==> src/rtl/onehot_enc_pkg.sv <==
// Shared types and helpers for the sequential one-hot encoder.
// Optional strict mode is selected with the ONEHOT_STRICT_EN macro.
package onehot_enc_pkg;

    localparam int CODE_W_DEF = 3;
    localparam logic [CODE_W_DEF-1:0] CODE_ZERO = '0;

    typedef logic [0:0] enc_state_t;

    localparam enc_state_t IDLE = 1'b0;
    localparam enc_state_t EMIT = 1'b1;

    // Bit index i maps to code i+1; code 0 is reserved for the empty vector.
    function automatic int unsigned code_of(input int unsigned idx);
        return idx + 1;
    endfunction

endpackage

==> src/rtl/onehot_encoder_seq_lsb.sv <==
// Lowest-set-bit finder: index, isolated mask, non-empty and multi-hot flags.
// The multi-hot flag feeds the ONEHOT_STRICT_EN build of the top.
module lowest_set_bit
    import onehot_enc_pkg::*;
#(
    parameter int CODE_W = CODE_W_DEF,
    parameter int VEC_W  = 2**CODE_W
) (
    input  logic [VEC_W-2:0]  vec_i,
    output logic [CODE_W-1:0] idx_o,
    output logic              any_o,
    output logic [VEC_W-2:0]  onehot_mask_o,
    output logic              multi_o
);

    localparam int DW = VEC_W - 1;

    assign any_o         = |vec_i;
    assign onehot_mask_o = vec_i & (~vec_i + DW'(1));
    // Clearing the lowest bit leaves something only if two or more were set.
    assign multi_o       = |(vec_i & (vec_i - DW'(1)));

    always_comb begin
        idx_o = '0;
        for (int i = DW - 1; i >= 0; i--) begin
            if (vec_i[i]) idx_o = CODE_W'(i);
        end
    end

endmodule

==> src/rtl/onehot_encoder_seq.sv <==
// Sequential vector-to-code encoder, one registered code beat per cycle.
// ONEHOT_STRICT_EN: multi-hot vectors collapse to a single error beat.
module onehot_encoder_seq
    import onehot_enc_pkg::*;
#(
    parameter int CODE_W = CODE_W_DEF,
    parameter int VEC_W  = 2**CODE_W
) (
    input  logic              clk,
    input  logic              rst,
    input  logic              in_valid,
    output logic              in_ready,
    input  logic [VEC_W-1:0]  in_vec,
    output logic              out_valid,
    input  logic              out_ready,
    output logic [CODE_W-1:0] out_code,
    output logic              out_last,
    output logic              out_err
);

    localparam int DW = VEC_W - 1;

    enc_state_t        state_q, state_d;
    logic [DW-1:0]     pend_q, pend_d;
    logic              err_q, err_d;
    logic              valid_q, valid_d;
    logic [CODE_W-1:0] code_q, code_d;
    logic              last_q, last_d;
    logic              oerr_q, oerr_d;

    logic [DW-1:0]     lsb_in;
    logic [DW-1:0]     lsb_mask;
    logic [CODE_W-1:0] lsb_idx;
    logic              lsb_any;
    logic              lsb_multi;

    logic [DW-1:0]     rem;
    logic [CODE_W-1:0] beat_code;
    logic              beat_last;
    logic              beat_err;
    logic              src_err;
    logic              accept;
    logic              xfer;
    logic              load;

    // The same finder serves the incoming vector and the pending bits.
    assign lsb_in = (state_q == IDLE) ? in_vec[DW-1:0] : pend_q;

    lowest_set_bit #(
        .CODE_W (CODE_W),
        .VEC_W  (VEC_W)
    ) u_lsb (
        .vec_i         (lsb_in),
        .idx_o         (lsb_idx),
        .any_o         (lsb_any),
        .onehot_mask_o (lsb_mask),
        .multi_o       (lsb_multi)
    );

    assign in_ready  = !rst && (state_q == IDLE);
    assign accept    = in_valid && in_ready;
    assign xfer      = valid_q && out_ready;

    assign rem       = lsb_in & ~lsb_mask;
    assign beat_code = lsb_any ? CODE_W'(code_of(32'(lsb_idx)))
                               : CODE_W'(CODE_ZERO);
    assign beat_last = (rem == '0);
    assign src_err   = (state_q == IDLE) ? in_vec[DW] : err_q;
    assign beat_err  = beat_last && src_err;

`ifndef ONEHOT_STRICT_EN
    logic unused_multi;
    assign unused_multi = lsb_multi;
`endif

    always_comb begin
        state_d = state_q;
        pend_d  = pend_q;
        err_d   = err_q;
        valid_d = valid_q;
        code_d  = code_q;
        last_d  = last_q;
        oerr_d  = oerr_q;
        load    = 1'b0;

        unique case (state_q)
            IDLE: begin
                if (accept) begin
                    state_d = EMIT;
                    valid_d = 1'b1;
                    err_d   = in_vec[DW];
                    load    = 1'b1;
                end
            end
            EMIT: begin
                if (xfer) begin
                    if (last_q) begin
                        state_d = IDLE;
                        valid_d = 1'b0;
                    end else begin
                        load = 1'b1;
                    end
                end
            end
            default: state_d = IDLE;
        endcase

        if (load) begin
            pend_d = rem;
            code_d = beat_code;
            last_d = beat_last;
            oerr_d = beat_err;
        end

`ifdef ONEHOT_STRICT_EN
        if (accept && lsb_multi) begin
            pend_d = '0;
            err_d  = 1'b1;
            code_d = CODE_W'(CODE_ZERO);
            last_d = 1'b1;
            oerr_d = 1'b1;
        end
`endif
    end

    always_ff @(posedge clk) begin
        if (rst) begin
            state_q <= IDLE;
            pend_q  <= '0;
            err_q   <= 1'b0;
            valid_q <= 1'b0;
            code_q  <= '0;
            last_q  <= 1'b0;
            oerr_q  <= 1'b0;
        end else begin
            state_q <= state_d;
            pend_q  <= pend_d;
            err_q   <= err_d;
            valid_q <= valid_d;
            code_q  <= code_d;
            last_q  <= last_d;
            oerr_q  <= oerr_d;
        end
    end

    assign out_valid = valid_q;
    assign out_code  = code_q;
    assign out_last  = last_q;
    assign out_err   = oerr_q;

endmodule

==> config.mk <==
export PLATFORM = sky130hd
export DESIGN_NAME = onehot_encoder_seq
export DESIGN_NICKNAME = d
export VERILOG_FILES = /design/src/rtl/onehot_enc_pkg.sv /design/src/rtl/onehot_encoder_seq_lsb.sv /design/src/rtl/onehot_encoder_seq.sv
export SDC_FILE = /design/constraint.sdc
export NUM_CORES = 1
export LEC_CHECK = 0
export ABC_AREA = 1
export BUFFER_PORTS_ARGS = -buffer_cell sky130_fd_sc_hd__buf_2
export CAP_MARGIN = 20
export CELL_PAD_IN_SITES_DETAIL_PLACEMENT = 1
export CELL_PAD_IN_SITES_GLOBAL_PLACEMENT = 1
export CORE_ASPECT_RATIO = 1.5
export CORE_MARGIN = 8
export CORE_UTILIZATION = 34
export CTS_BUF_LIST = sky130_fd_sc_hd__clkbuf_4 sky130_fd_sc_hd__clkbuf_8
export CTS_CLUSTER_DIAMETER = 200
export CTS_CLUSTER_SIZE = 24
export DETAILED_ROUTE_END_ITERATION = 10
export GPL_ROUTABILITY_DRIVEN = 0
export PLACE_DENSITY_LB_ADDON = 0.08
export SETUP_SLACK_MARGIN = 0.4
export SLEW_MARGIN = 10
export SYNTH_ARGS = -nofsm -noshare
export SYNTH_HDL_FRONTEND = slang
export SYNTH_SLANG_ARGS = --single-unit
==> constraint.sdc <==
create_clock -name clk -period 1.6 [get_ports clk]
set_input_delay 0.08 -clock clk [delete_from_list [all_inputs] [get_ports clk]]
set_output_delay 0.08 -clock clk [all_outputs]
set_load 0.01 [all_outputs]
==> results.py <==
metrics = {
    "floorplanning": {
        "die_h_um": 76.4,
        "initial_core_util_pct": 34.9,
        "boundaryPins": 19,
        "core-area_um2": 2370,
        "fp.dieW_um": 56.3,
        "die-area_um2": 4300,
        "rows": 22,
    },
    "global_routing": {
        "grt_pass1_wl_um": 4370,
        "grt_max_degree": 9,
        "overflow": 0,
        "grt_pass1_vias": 972,
        "gr-usage-all-layers_pct": 12.0,
        "antenna_found_initial": 0,
    },
    "cells_and_area": {
        "antennaDiodeCount": 0,
        "nets": 164,
        "synthToLayoutAreaGrowth_pct": 38.7,
        "final_area_um2": 1150,
        "layout_commonest_cell": "nand2_1",
        "finish.utilization_pct": 48.5,
        "num-fill-cells": 323,
        "drive_gt1_share_pct": 53.0,
        "final_cell_mix": "nand2_1, buf_2, nand2_2",
    },
    "worst_setup_path": {
        "worstPathMaxFanout": 7,
        "path_class": "flip-flop to flip-flop",
        "timing.rr.end": "out_code[2]",
        "cp.required_ns": 1.81,
        "r2r_setup_slack_ns": 0.08,
        "reg2reg_from": "state_q",
        "timing.critical_path.mode_cell": "nand2_1",
        "cp_slowest_cell": "dfxtp_4",
        "crit_arrival_ns": 1.73,
        "reg2regPathDepth": 10,
        "crit_path_end_kind": "flip-flop",
        "path_cells": "inv_6 > buf_4 > nand2_1 > nand2_1 > nand2_1 > a21oi_2 > ha_4 > xnor2_2 > nand2_1 > a21oi_2",
        "max_stage_delay_ns": 0.38,
        "critPathLaunchType": "flip-flop",
    },
    "flow_run": {
        "cap_violations": 0,
    },
    "pwr": {
        "power_density_nw_per_um2": 763,
        "max-vdd-ir-drop_v": 0.000441,
        "total_leakage_power_nw": 0.548,
    },
    "timing": {
        "slew_viol_final": 0,
        "grt_setup_unrepaired": "yes",
        "fin_crit_ns": 1.52,
        "relSlewSlack_pct": 84.0,
        "final_hold_viol_count": 0,
        "hold_ws_ns": 0.105,
        "tns_ns": 0,
        "skew_ns": 0.00170,
        "fmax_ghz": 0.659,
        "finalCritPeriodShare_pct": 94.9,
        "worstMarginPinSlew_ns": 0.237,
        "setup_viol": 0,
    },
    "clocking": {
        "htreeDepth": 1,
        "cts_tree": "yes",
        "insertion_delay_ns": 0.27,
        "clk_pin_slew_worst_paths_ns": 0.08,
        "cts_root_buffer": "clkbuf_4",
        "cts_hold_buffers": 0,
        "numCtsBuffers": 3,
        "clockBufferDepth": 2,
        "clock_sinks": 14,
    },
    "routing": {
        "avgRoutedWirePerCell_um": 13.9,
        "routed-via-count": 853,
        "ant_nets": 0,
        "drt-pass1-iter-count": 2,
        "drt-total-wl_um": 2400,
        "drc": 0,
        "drt-initial-drc-count": 6,
        "vias_per_cell": 4.93,
    },
    "worst_hold_path": {
        "hold_class": "primary input to flip-flop",
        "hold_path_startpoint": "rst",
        "holdPathEnd": "out_err",
        "hold_depth": 2,
    },
    "status": {
        "outcome": "complete, no violations",
    },
    "placed_design": {
        "placed_area_um2": 957,
        "hpwl_um": 1860,
        "port_buffers": 18,
    },
    "logic_synthesis": {
        "syn-instance-count": 119,
        "synth-seq-cells": 14,
        "ys_seq_area_share_pct": 33.9,
        "ys_types": 19,
        "ys.warnings.count": 0,
        "syn_area_um2": 827,
        "syn_nets": 132,
        "avgSynthCellArea_um2": 6.95,
    },
}
[metrics by stage]
| step | instances | worst slack (ns) | power, mW |
|---|---|---|---|
| floorplan | 119 | 0.170 | 0.550 |
| global placement | 162 | 0.107 | 0.612 |
| CTS | 172 | 0.0602 | 0.856 |
| detailed placement | 162 | 0.0147 | 0.619 |
| finish | 173 | 0.0817 | 0.876 |
| global route | 173 | -0.0759 | 0.937 |
[cells in the mapped netlist (all sizes together)]
library cell,number,area [um2]
nand2,49,224
a21oi,14,73.8
dfxtp,14,280
inv,14,52.6
o21ai,12,71.3
nor2,8,62.6
buf,3,21.3
nand3,3,20.0
ha,1,12.5
xnor2,1,8.76
[state kept, by name (all words and copies together), names as in the netlist]
register / flops
out_code: 3
err_q: 1
out_valid: 1
state_q: 1
out_last: 1
pend_q: 6
out_err: 1
[metal layers]
layer	wire length [um]	track usage (%)	vias to the layer above	part of all wire (%)
met5	0	0	-	0
met4	38	3.86	0	1.6
met3	71	3.00	4	3.0
met2	1310	21.4	13	54
met1	987	13.3	400	41
li1	-	-	436	-
[what timing repair did]
item | in CTS | in global routing
setup endpoints to repair | 9 | 14
buffers inserted | 6 | 1
gates resized for setup | 17 | 16
pin swaps | 8 | 11
cloned | 1 | 0
hold endpoints to repair | 0 | 0
[logic make-up (layout without fill, tap and decap cells)]
logic type / count (synthesis) / after routing / share of synthesized area [%]
compound gates: 26 / 27 / 17.5
xor+xnor: 1 / 1 / 1.06
fa+ha+maj: 1 / 1 / 1.51
flops: 14 / 14 / 33.9
simple gates: 60 / 60 / 37.1
buf+inv: 17 / 46 / 8.93
[where the power goes]
part	internal (mW)	switching (mW)	total, mW	leakage, nW
combinational	0.121	0.171	0.291	0.419
sequential	0.373	0.0182	0.391	0.116
clock	0.0870	0.106	0.193	0.0138
total	0.581	0.295	0.876	0.548
[worst max-delay path, delay by kind of cell, from the launching register on]
| kind | cells | cell delay, ns |
|---|---|---|
| DFF | 1 | 0.38 |
| and+or+nand+nor | 4 | 0.31 |
| AOI/OAI and AO/OA | 2 | 0.31 |
| buffers and inverters | 2 | 0.20 |
| adders and majority gates | 1 | 0.16 |
| xor gates and xnor gates | 1 | 0.10 |
[cell type report]
type	count	area (um2)	area share (%)
sequential	14	284	24.8
multi-input combinational	89	569	49.6
inverter	14	57.6	5.02
timing repair buffer	29	184	16.0
tap	24	30.0	2.62
clock buffer	3	22.5	1.96
[worst max path at each step]
stage,end,from,slack (ns)
after floorplan,out_code[2],state_q,0.17
after global placement,out_code[2],state_q,0.11
after detailed placement,out_code[2],state_q,0.01
after CTS,out_code[2],state_q,0.06
after global routing,out_code[2],state_q,-0.08
final,out_code[2],state_q,0.08
Note: power is estimated with default switching activity, not from simulation.
